`config.mk`:
```
export PLATFORM = sky130hd
export DESIGN_NAME = vit_qpsk_llr_demap
export DESIGN_NICKNAME = d
export VERILOG_FILES = /design/src/rtl/vit_qpsk_llr_demap_pkg.sv /design/src/rtl/vit_llr_sat_quant.sv /design/src/rtl/vit_qpsk_llr_demap.sv
export SDC_FILE = /design/constraint.sdc
export NUM_CORES = 1
export LEC_CHECK = 0
export BUFFER_PORTS_ARGS = -buffer_cell sky130_fd_sc_hd__buf_2
export CORE_MARGIN = 2
export CORE_UTILIZATION = 30
export DETAILED_ROUTE_END_ITERATION = 12
export PLACE_DENSITY = 0.58
export SYNTH_ARGS = -nofsm -noshare
export SYNTH_HDL_FRONTEND = slang
export SYNTH_SLANG_ARGS = --single-unit
```
`constraint.sdc`:
```
create_clock -name iclk -period 3.98 [get_ports iclk]
set_clock_uncertainty 0.15 [all_clocks]
set_input_delay 0.199 -clock iclk [delete_from_list [all_inputs] [get_ports iclk]]
set_output_delay 0.199 -clock iclk [all_outputs]
set_load 0.02 [all_outputs]
```
`src/rtl/vit_qpsk_llr_demap_pkg.sv`:
```
// Shared types and helpers for the QPSK soft demapper in front of vit_dec.
package vit_qpsk_llr_demap_pkg;

  localparam int cDAT_W = 16;

  typedef struct packed {
    logic signed [cDAT_W-1:0] re;
    logic signed [cDAT_W-1:0] im;
  } cmplx_dat_t;

  typedef enum logic [0:0] {
    cIDLE  = 1'b0,
    cFRAME = 1'b1
  } state_t;

  // Symmetric clip to +-smax, so that -smax-1 never reaches the LLR slice.
  function automatic logic signed [31:0] sat_sym(input logic signed [31:0] x,
                                                 input logic signed [31:0] smax);
    if (x > smax)
      return smax;
    else if (x < -smax)
      return -smax;
    else
      return x;
  endfunction

endpackage

```
`src/rtl/vit_llr_sat_quant.sv`:
```
// One demapper component: registered saturate/hard bit/clip flag, then registered LLR.
module vit_llr_sat_quant
  import vit_qpsk_llr_demap_pkg::*;
#(
  parameter int pDAT_W    = 16,
  parameter int pREF_LOG2 = 10,
  parameter int pLLR_W    = 4
) (
  input  logic                     iclk,
  input  logic                     ireset,
  input  logic                     iclkena,
  input  logic signed [pDAT_W-1:0] idat,
  input  logic                     ierase,
  output logic                     ohard,
  output logic                     osat,
  output logic [pLLR_W-1:0]        oLLR
);

  localparam int cS_W = pREF_LOG2 + 2;
  localparam logic signed [31:0] cSMAX = 32'((1 << (pREF_LOG2 + 1)) - 1);

  logic signed [31:0] datExt;
  logic signed [31:0] satVal;
  logic [pLLR_W-1:0]  s_d, s_q;
  logic [pLLR_W-1:0]  llr_d, llr_q;
  logic               sat_d, sat_q;
  logic               hard1_q, hard2_q, erase_q;

  // Only the top pLLR_W bits of the clipped sample feed the LLR, so only those are kept.
  always_comb begin
    datExt = 32'(idat);
    satVal = sat_sym(datExt, cSMAX);
    sat_d  = (satVal != datExt) && !ierase;
    s_d    = satVal[cS_W-1 -: pLLR_W];
    llr_d  = erase_q ? '0 : s_q + pLLR_W'(s_q[pLLR_W-1]);
  end

  always_ff @(posedge iclk) begin
    if (ireset) begin
      s_q     <= '0;
      sat_q   <= 1'b0;
      hard1_q <= 1'b0;
      erase_q <= 1'b0;
      llr_q   <= '0;
      hard2_q <= 1'b0;
    end else if (iclkena) begin
      s_q     <= s_d;
      sat_q   <= sat_d;
      hard1_q <= !idat[pDAT_W-1];
      erase_q <= ierase;
      llr_q   <= llr_d;
      hard2_q <= hard1_q;
    end
  end

  assign ohard = hard2_q;
  assign osat  = sat_q;
  assign oLLR  = llr_q;

endmodule

```
`src/rtl/vit_qpsk_llr_demap.sv`:
```
// QPSK soft demapper with framing check and per-frame saturation count.
// Optional erasure input enabled by defining VIT_QPSK_LLR_DEMAP_ERASURE_EN.
module vit_qpsk_llr_demap
  import vit_qpsk_llr_demap_pkg::*;
#(
  parameter int pDAT_W    = 16,
  parameter int pREF_LOG2 = 10,
  parameter int pLLR_W    = 4
) (
  input  logic                          iclk,
  input  logic                          ireset,
  input  logic                          iclkena,
  input  logic                          isop,
  input  logic                          ieop,
  input  logic                          ival,
`ifdef VIT_QPSK_LLR_DEMAP_ERASURE_EN
  input  logic                          ierase,
`endif
  input  logic signed [pDAT_W-1:0]      idat_re,
  input  logic signed [pDAT_W-1:0]      idat_im,
  output logic                          osop,
  output logic                          oeop,
  output logic                          oval,
  output logic [1:0]                    odat,
  output logic [1:0][pLLR_W-1:0]        oLLR,
  output logic [15:0]                   osatcnt,
  output logic                          oframe_err
);

  cmplx_dat_t sampleIn;
  state_t     state_d, state_q;
  logic       pass, sopOut, eopOut, errOut, eraseIn;
  logic       val1_q, sop1_q, eop1_q, err1_q;
  logic       val2_q, sop2_q, eop2_q, err2_q;
  logic       satRe, satIm;
  logic [15:0] accBase, acc_d, acc_q, satcnt_q;
  logic [16:0] accSum;

  assign sampleIn = '{re: idat_re, im: idat_im};

`ifdef VIT_QPSK_LLR_DEMAP_ERASURE_EN
  assign eraseIn = ierase && ival;
`else
  assign eraseIn = 1'b0;
`endif

  // A sop inside a frame restarts it; a sop with eop in either state is a one-sample frame.
  always_comb begin
    state_d = state_q;
    pass    = 1'b0;
    sopOut  = 1'b0;
    eopOut  = 1'b0;
    errOut  = 1'b0;
    if (ival) begin
      case (state_q)
        cIDLE: begin
          if (isop) begin
            pass   = 1'b1;
            sopOut = 1'b1;
            eopOut = ieop;
            if (!ieop) state_d = cFRAME;
          end else begin
            errOut = 1'b1;
          end
        end
        cFRAME: begin
          pass   = 1'b1;
          sopOut = isop;
          errOut = isop;
          eopOut = ieop;
          if (ieop) state_d = cIDLE;
        end
        default: state_d = cIDLE;
      endcase
    end
  end

  always_comb begin
    accBase = sop1_q ? 16'd0 : acc_q;
    accSum  = {1'b0, accBase} + 17'(satRe) + 17'(satIm);
    acc_d   = accSum[16] ? 16'hFFFF : accSum[15:0];
  end

  always_ff @(posedge iclk) begin
    if (ireset) begin
      state_q  <= cIDLE;
      val1_q   <= 1'b0;
      sop1_q   <= 1'b0;
      eop1_q   <= 1'b0;
      err1_q   <= 1'b0;
      val2_q   <= 1'b0;
      sop2_q   <= 1'b0;
      eop2_q   <= 1'b0;
      err2_q   <= 1'b0;
      acc_q    <= '0;
      satcnt_q <= '0;
    end else if (iclkena) begin
      state_q <= state_d;
      val1_q  <= pass;
      sop1_q  <= pass && sopOut;
      eop1_q  <= pass && eopOut;
      err1_q  <= errOut;
      val2_q  <= val1_q;
      sop2_q  <= sop1_q;
      eop2_q  <= eop1_q;
      err2_q  <= err1_q;
      if (val1_q) acc_q <= acc_d;
      if (val1_q && eop1_q) satcnt_q <= acc_d;
    end
  end

  vit_llr_sat_quant #(.pDAT_W(pDAT_W), .pREF_LOG2(pREF_LOG2), .pLLR_W(pLLR_W)) uQuantRe (
    .iclk    (iclk),
    .ireset  (ireset),
    .iclkena (iclkena),
    .idat    (sampleIn.re),
    .ierase  (eraseIn),
    .ohard   (odat[1]),
    .osat    (satRe),
    .oLLR    (oLLR[1])
  );

  vit_llr_sat_quant #(.pDAT_W(pDAT_W), .pREF_LOG2(pREF_LOG2), .pLLR_W(pLLR_W)) uQuantIm (
    .iclk    (iclk),
    .ireset  (ireset),
    .iclkena (iclkena),
    .idat    (sampleIn.im),
    .ierase  (eraseIn),
    .ohard   (odat[0]),
    .osat    (satIm),
    .oLLR    (oLLR[0])
  );

  assign osop       = sop2_q;
  assign oeop       = eop2_q;
  assign oval       = val2_q;
  assign osatcnt    = satcnt_q;
  assign oframe_err = err2_q;

endmodule

```
Word-level counts from Yosys, hierarchy flattened. Cells that the tools add are included.

Bits in registers: 63. Latch bits: 0. RAM bits: 0. Memory bits (read-only): 0. Bits of input ports: 38. Output and inout port bits: 30. Logic and storage cells: 60. Memories kept: 0.

Add/sub/neg operators: 4. Multipliers: 0. Div/mod/pow operators: 0. Order comparisons: 4. Eq/ne operators: 2. Shift-type cells: 0. Multiplexer cells: 20. Bitwise logic cells: 1. Reduce and logical (&&, ||, !) cells: 8.

Operators by type and width (number): two-way mux 32 bit (4); != test 32 x 16 -> 1 bit (2); greater-than comparator 16 x 12 -> 1 bit (second input constant) (2); less-than comparator 16 x 12 -> 1 bit (second input constant) (2); two-way mux 16 bit (2); adder 16 x 1 -> 17 bit (1); adder 17 x 1 -> 17 bit (1); one-hot mux 1 bit (2 select lines) (5); two-way mux 1 bit (9); adder 4 x 1 -> 4 bit (2); AND reduction 2 bit (3); logical AND 1 bit (3); zero test 1 bit (2); NOT 1 bit (1).

Logic depth before layout (Yosys ltp).
Depth after elaboration: 4. Depth in mapped cells: 12. Depth with buffers taken out: 10.

Cells and area by module. Synthesis repeated with hierarchy kept, for this count alone.

Cells, all modules: 396. Area total of the unflattened synthesis: 3296.9 um^2.

Modules (own cells, without submodules): vit_qpsk_llr_demap (times used 1, cells each 262, area each 2103.3 um^2, sequential area each 820.8 um^2); vit_llr_sat_quant (times used 2, cells each 67, area each 596.8 um^2, sequential area each 240.2 um^2).

Worst setup path after synthesis. OpenSTA, ideal clock, no wires.

Path kind: reg-to-reg. Start point: register sop1_q. End point: register acc_q[13]. Setup time: 74 ps. Arrival: 2703 ps. Data required time: 3756 ps. Path slack: 1053 ps. Stages on the path, launching flop included: 11. Buffers on the path: 2. Period minus slack after synthesis: 2927 ps. Path through: dfxtp_1 > clkbuf_1 > clkinv_1 > nand2_1 > fa_1 > or3b_1 > or4_1 > buf_2 > or4_1 > a21o_1 > a31oi_1.

Longest elaborated chain between the ends: 4.

RTL lines: from (decl) (RTL line vit_qpsk_llr_demap.sv:33) `logic val1_q, sop1_q, eop1_q, err1_q;`; from (signal assigned) (RTL line vit_qpsk_llr_demap.sv:100) `sop1_q <= pass && sopOut;`; two-way mux 16 bit (RTL line vit_qpsk_llr_demap.sv:79) `accBase = sop1_q ? 16'd0 : acc_q;`; adder 16 x 1 -> 17 bit (RTL line vit_qpsk_llr_demap.sv:80) `accSum = {1'b0, accBase} + 17'(satRe) + 17'(satIm);`; adder 17 x 1 -> 17 bit (RTL line vit_qpsk_llr_demap.sv:80); two-way mux 16 bit (RTL line vit_qpsk_llr_demap.sv:81) `acc_d = accSum[16] ? 16'hFFFF : accSum[15:0];`; to (signal assigned) (RTL line vit_qpsk_llr_demap.sv:95) `acc_q <= '0;`; to (signal assigned) (RTL line vit_qpsk_llr_demap.sv:107) `if (val1_q) acc_q <= acc_d;`; to (decl) (RTL line vit_qpsk_llr_demap.sv:36) `logic [15:0] accBase, acc_d, acc_q, satcnt_q;`.

Every way passes these cells. A chain may end at the register's enable or synchronous reset.

Final worst setup path.
Start point: register uQuantRe.sat_q (netlist: uQuantRe.osat). End point: register acc_q[13].

Longest elaborated chain between the ends: 3.

RTL lines: from (decl) (RTL line vit_llr_sat_quant.sv:26) `logic sat_d, sat_q;`; from (signal assigned) (RTL line vit_llr_sat_quant.sv:48) `sat_q <= sat_d;`; adder 16 x 1 -> 17 bit (RTL line vit_qpsk_llr_demap.sv:80); adder 17 x 1 -> 17 bit (RTL line vit_qpsk_llr_demap.sv:80); two-way mux 16 bit (RTL line vit_qpsk_llr_demap.sv:81).

Every way passes these cells.

==> summary.txt <==
Die
  – Core area: 10200 um2
  – Std-Cell Rows: 37
  – I/O pin count: 68
  – Die Y: 106 um
  – Die area: 11200 um2
  – Starting Density: 0.305
  – Die width: 106 um

Logic synthesis
  – Synth Cell Area: 3120 um2
  – Syn avg cell area: 8.32 um2
  – Most frequently used flop master after synthesis: dfxtp_1
  – Dominant cells by area after synthesis: dfxtp_1 40%, nor2_1 6.4%, a211oi_1 3.8%
  – Async SR Flop Fraction: 0
  – Synth warnings: 0
  – Seq/Total Area, Yosys: 0.404
  – Syn Inst Count: 375
  – Post-synth top area cell: dfxtp_1
  – Synth top area share: 0.404
  – Cell variety after synth: 50
  – Syn Nets: 422
  – #FFs+latches synth: 63
  – Number of flops mapped to enable cells by yosys: 0

Cells and area
  – Area of the multi-input gates: 1720 um2
  – N_diodes: 0
  – Total area of sequential cells: 1260 um2
  – Fin nets: 485
  – Area grow syn2layout: 22.4%
  – Ratio of cells with drive above 1 in the final layout: 0.206
  – FILL cells: 1068

Critical path
  – Worst EP required: 4090 ps
  – CP Max Fanout: 9
  – Critical path class: reg -> reg
  – Worst setup EP type: register
  – Startpoint Class: register
  – WP data arrival: 2920 ps

Run
  – Max-Cap Viols: 0

Pwr
  – Pleak: 1.50 nW
  – Final Power: 1.35 mW
  – Pwr dens: 354 nW/um2
  – Worst vdd ir: 0.145 mV

Worst hold path
  – Worst Hold Class: in -> reg

Clock tree
  – TritonCTS Sinks: 63
  – Root Driver: clkbuf_8
  – H-tree depth: 3
  – Clk pin slew, worst setup/hold paths: 70 ps
  – CTS tree: built
  – Number of post-CTS setup repair buffers: 0
  – Num CTS Buffers: 9
  – Max Buffers Root-to-Sink: 2
  – Worst-skew pair later-pin latency: 340 ps

Status
  – Outcome: complete, no violations

Global routing
  – Largest net degree at the start of global routing: 49
  – Initial antenna violation count: 0
  – First-pass GRT wire length: 12700 um
  – Number of global-route vias before repair: 2759
  – GRT Total Usage: 0.140
  – GR Overflow Total: 0

Drt
  – Wirelength, routed: 7350 um
  – Via count: 2862
  – Pre-Repair DR Iteration Count: 4
  – Initial DRC Count: 108
  – Via density: 4.95
  – Per-cell routed wire length: 12.7 um
  – Final ANT Viol Nets: 0
  – Drt drc: 0

Place
  – Post-DP HPWL: 5230 um
  – GP Congestion: 0.842
  – IO buf count: 67

STA
  – Slew margin rel.: 0.542
  – Max Transition Viols Final: 0
  – Slew @ Worst Pin: 687 ps
  – Sum of negative setup slack: 0 ps
  – Post-layout min period: 2810 ps
  – Post-route clock period utilization: 0.705
  – Min Hold Slack: 19.0 ps
  – RSZ-0062 raised after global routing: no
  – Peak Freq: 356 MHz
  – Final hold violation count: 0
  – Endpoints failing setup: 0
[kinds of logic (layout without fill, tap and decap cells)]
| kind of cell | after synthesis | after routing | share of synthesized area |
|---|---|---|---|
| and+or+nand+nor | 170 | 170 | 0.281 |
| AOI/OAI and AO/OA | 75 | 75 | 0.163 |
| muxes | 10 | 10 | 0.0325 |
| buffers and inverters | 35 | 102 | 0.0449 |
| xor gates and xnor gates | 13 | 13 | 0.0365 |
| DFF | 63 | 63 | 0.404 |
| adders and majority gates | 9 | 9 | 0.0385 |
[registers in the layout, indices dropped and copies added (netlist names), 4 cells and up]
name,cells
osatcnt,16
uQuantRe.s_q,4
acc_q,16
uQuantRe.oLLR,4
uQuantIm.oLLR,4
uQuantIm.s_q,4
[placed cells by master (no fill, tap or decap), types with 3 or more instances in the layout]
cell           count
buf_2             67
dfxtp_1           63
nor2_1            53
nor3_1            22
nand2_1           20
a21oi_1           20
nand2b_1          17
a211oi_1          16
nand3_1           13
clkbuf_8          10
mux2i_1            9
nor4_1             8
a311oi_1           8
xnor2_1            8
ha_1               8
inv_1              7
o21ai_0            7
dlygate4sd3_1      7
nor2b_1            6
and4_1             5
nand4_1            5
xor2_1             5
buf_4              5
o211ai_1           4
a31oi_1            4
nand3b_1           4
or3_1              3
o22ai_1            3
[final cells by class]
type                       instances  share of cell area
sequential                        63               0.330
clock inverter                     5              0.0154
tap                              136              0.0445
inverter                           8             0.00786
timing repair buffer              79               0.116
clock buffer                      10              0.0360
multi-input combinational        277               0.450
[cells in the mapped netlist (all sizes together) (6+ instances only)]
cell type,number
a211oi,16
nor2b,6
inv,7
nor4,8
o21ai,7
xnor2,8
a311oi,8
nand2,20
clkbuf,23
nor2,53
nand3,13
mux2i,9
nor3,22
ha,8
dfxtp,63
a21oi,20
nand4,6
nand2b,17
[power breakdown]
group | switching, mW | total [mW] | internal, mW | leakage, nW
Clock | 0.250 | 0.553 | 0.302 | 0.0944
Sequential | 0.0146 | 0.666 | 0.651 | 0.513
Combinational | 0.0732 | 0.132 | 0.0589 | 0.891
[metal layers]
metal | wire (um) | up-vias | track usage
met5 | 0 | - | 0
met4 | 106 | 0 | 0.0611
met3 | 444 | 9 | 0.0399
met2 | 3360 | 78 | 0.227
met1 | 3440 | 1291 | 0.173
li1 | - | 1484 | -
[final timing paths]
path	from	endpoint	cells past startpoint	slack [ps]
max	uQuantRe.osat	acc_q[13]	7	1170
min	idat_im[8]	uQuantIm.s_q[0]	3	20
max reg2reg	uQuantRe.osat	acc_q[13]	7	1170
min reg2reg	osatcnt[8]	osatcnt[8]	2	310
[worst max-delay path: stages (launching register included)]
cell	delay (ps)
dfxtp_1	330
inv_1	60
fa_1	480
or3b_1	390
or4_1	570
or4_1	460
a21o_1	190
a31oi_1	110
[metrics by stage]
step	cell area [um2]	util	setup slack, ps	instances
finish	3820	0.373	1170	578
global route	3820	0.373	963	578
CTS	3820	0.373	1170	578
detailed placement	3550	0.347	1190	556
global placement	3550	0.347	1250	556
floorplan	3120	-	1050	375
[timing repair]
| item | 4_1_cts | 5_1_grt |
|---|---|---|
| gates resized for setup | 0 | 0 |
| hold buffers | 7 | 0 |
| hold endpoints to repair | 7 | 0 |
No activity file was read; power rests on OpenSTA's default activity.
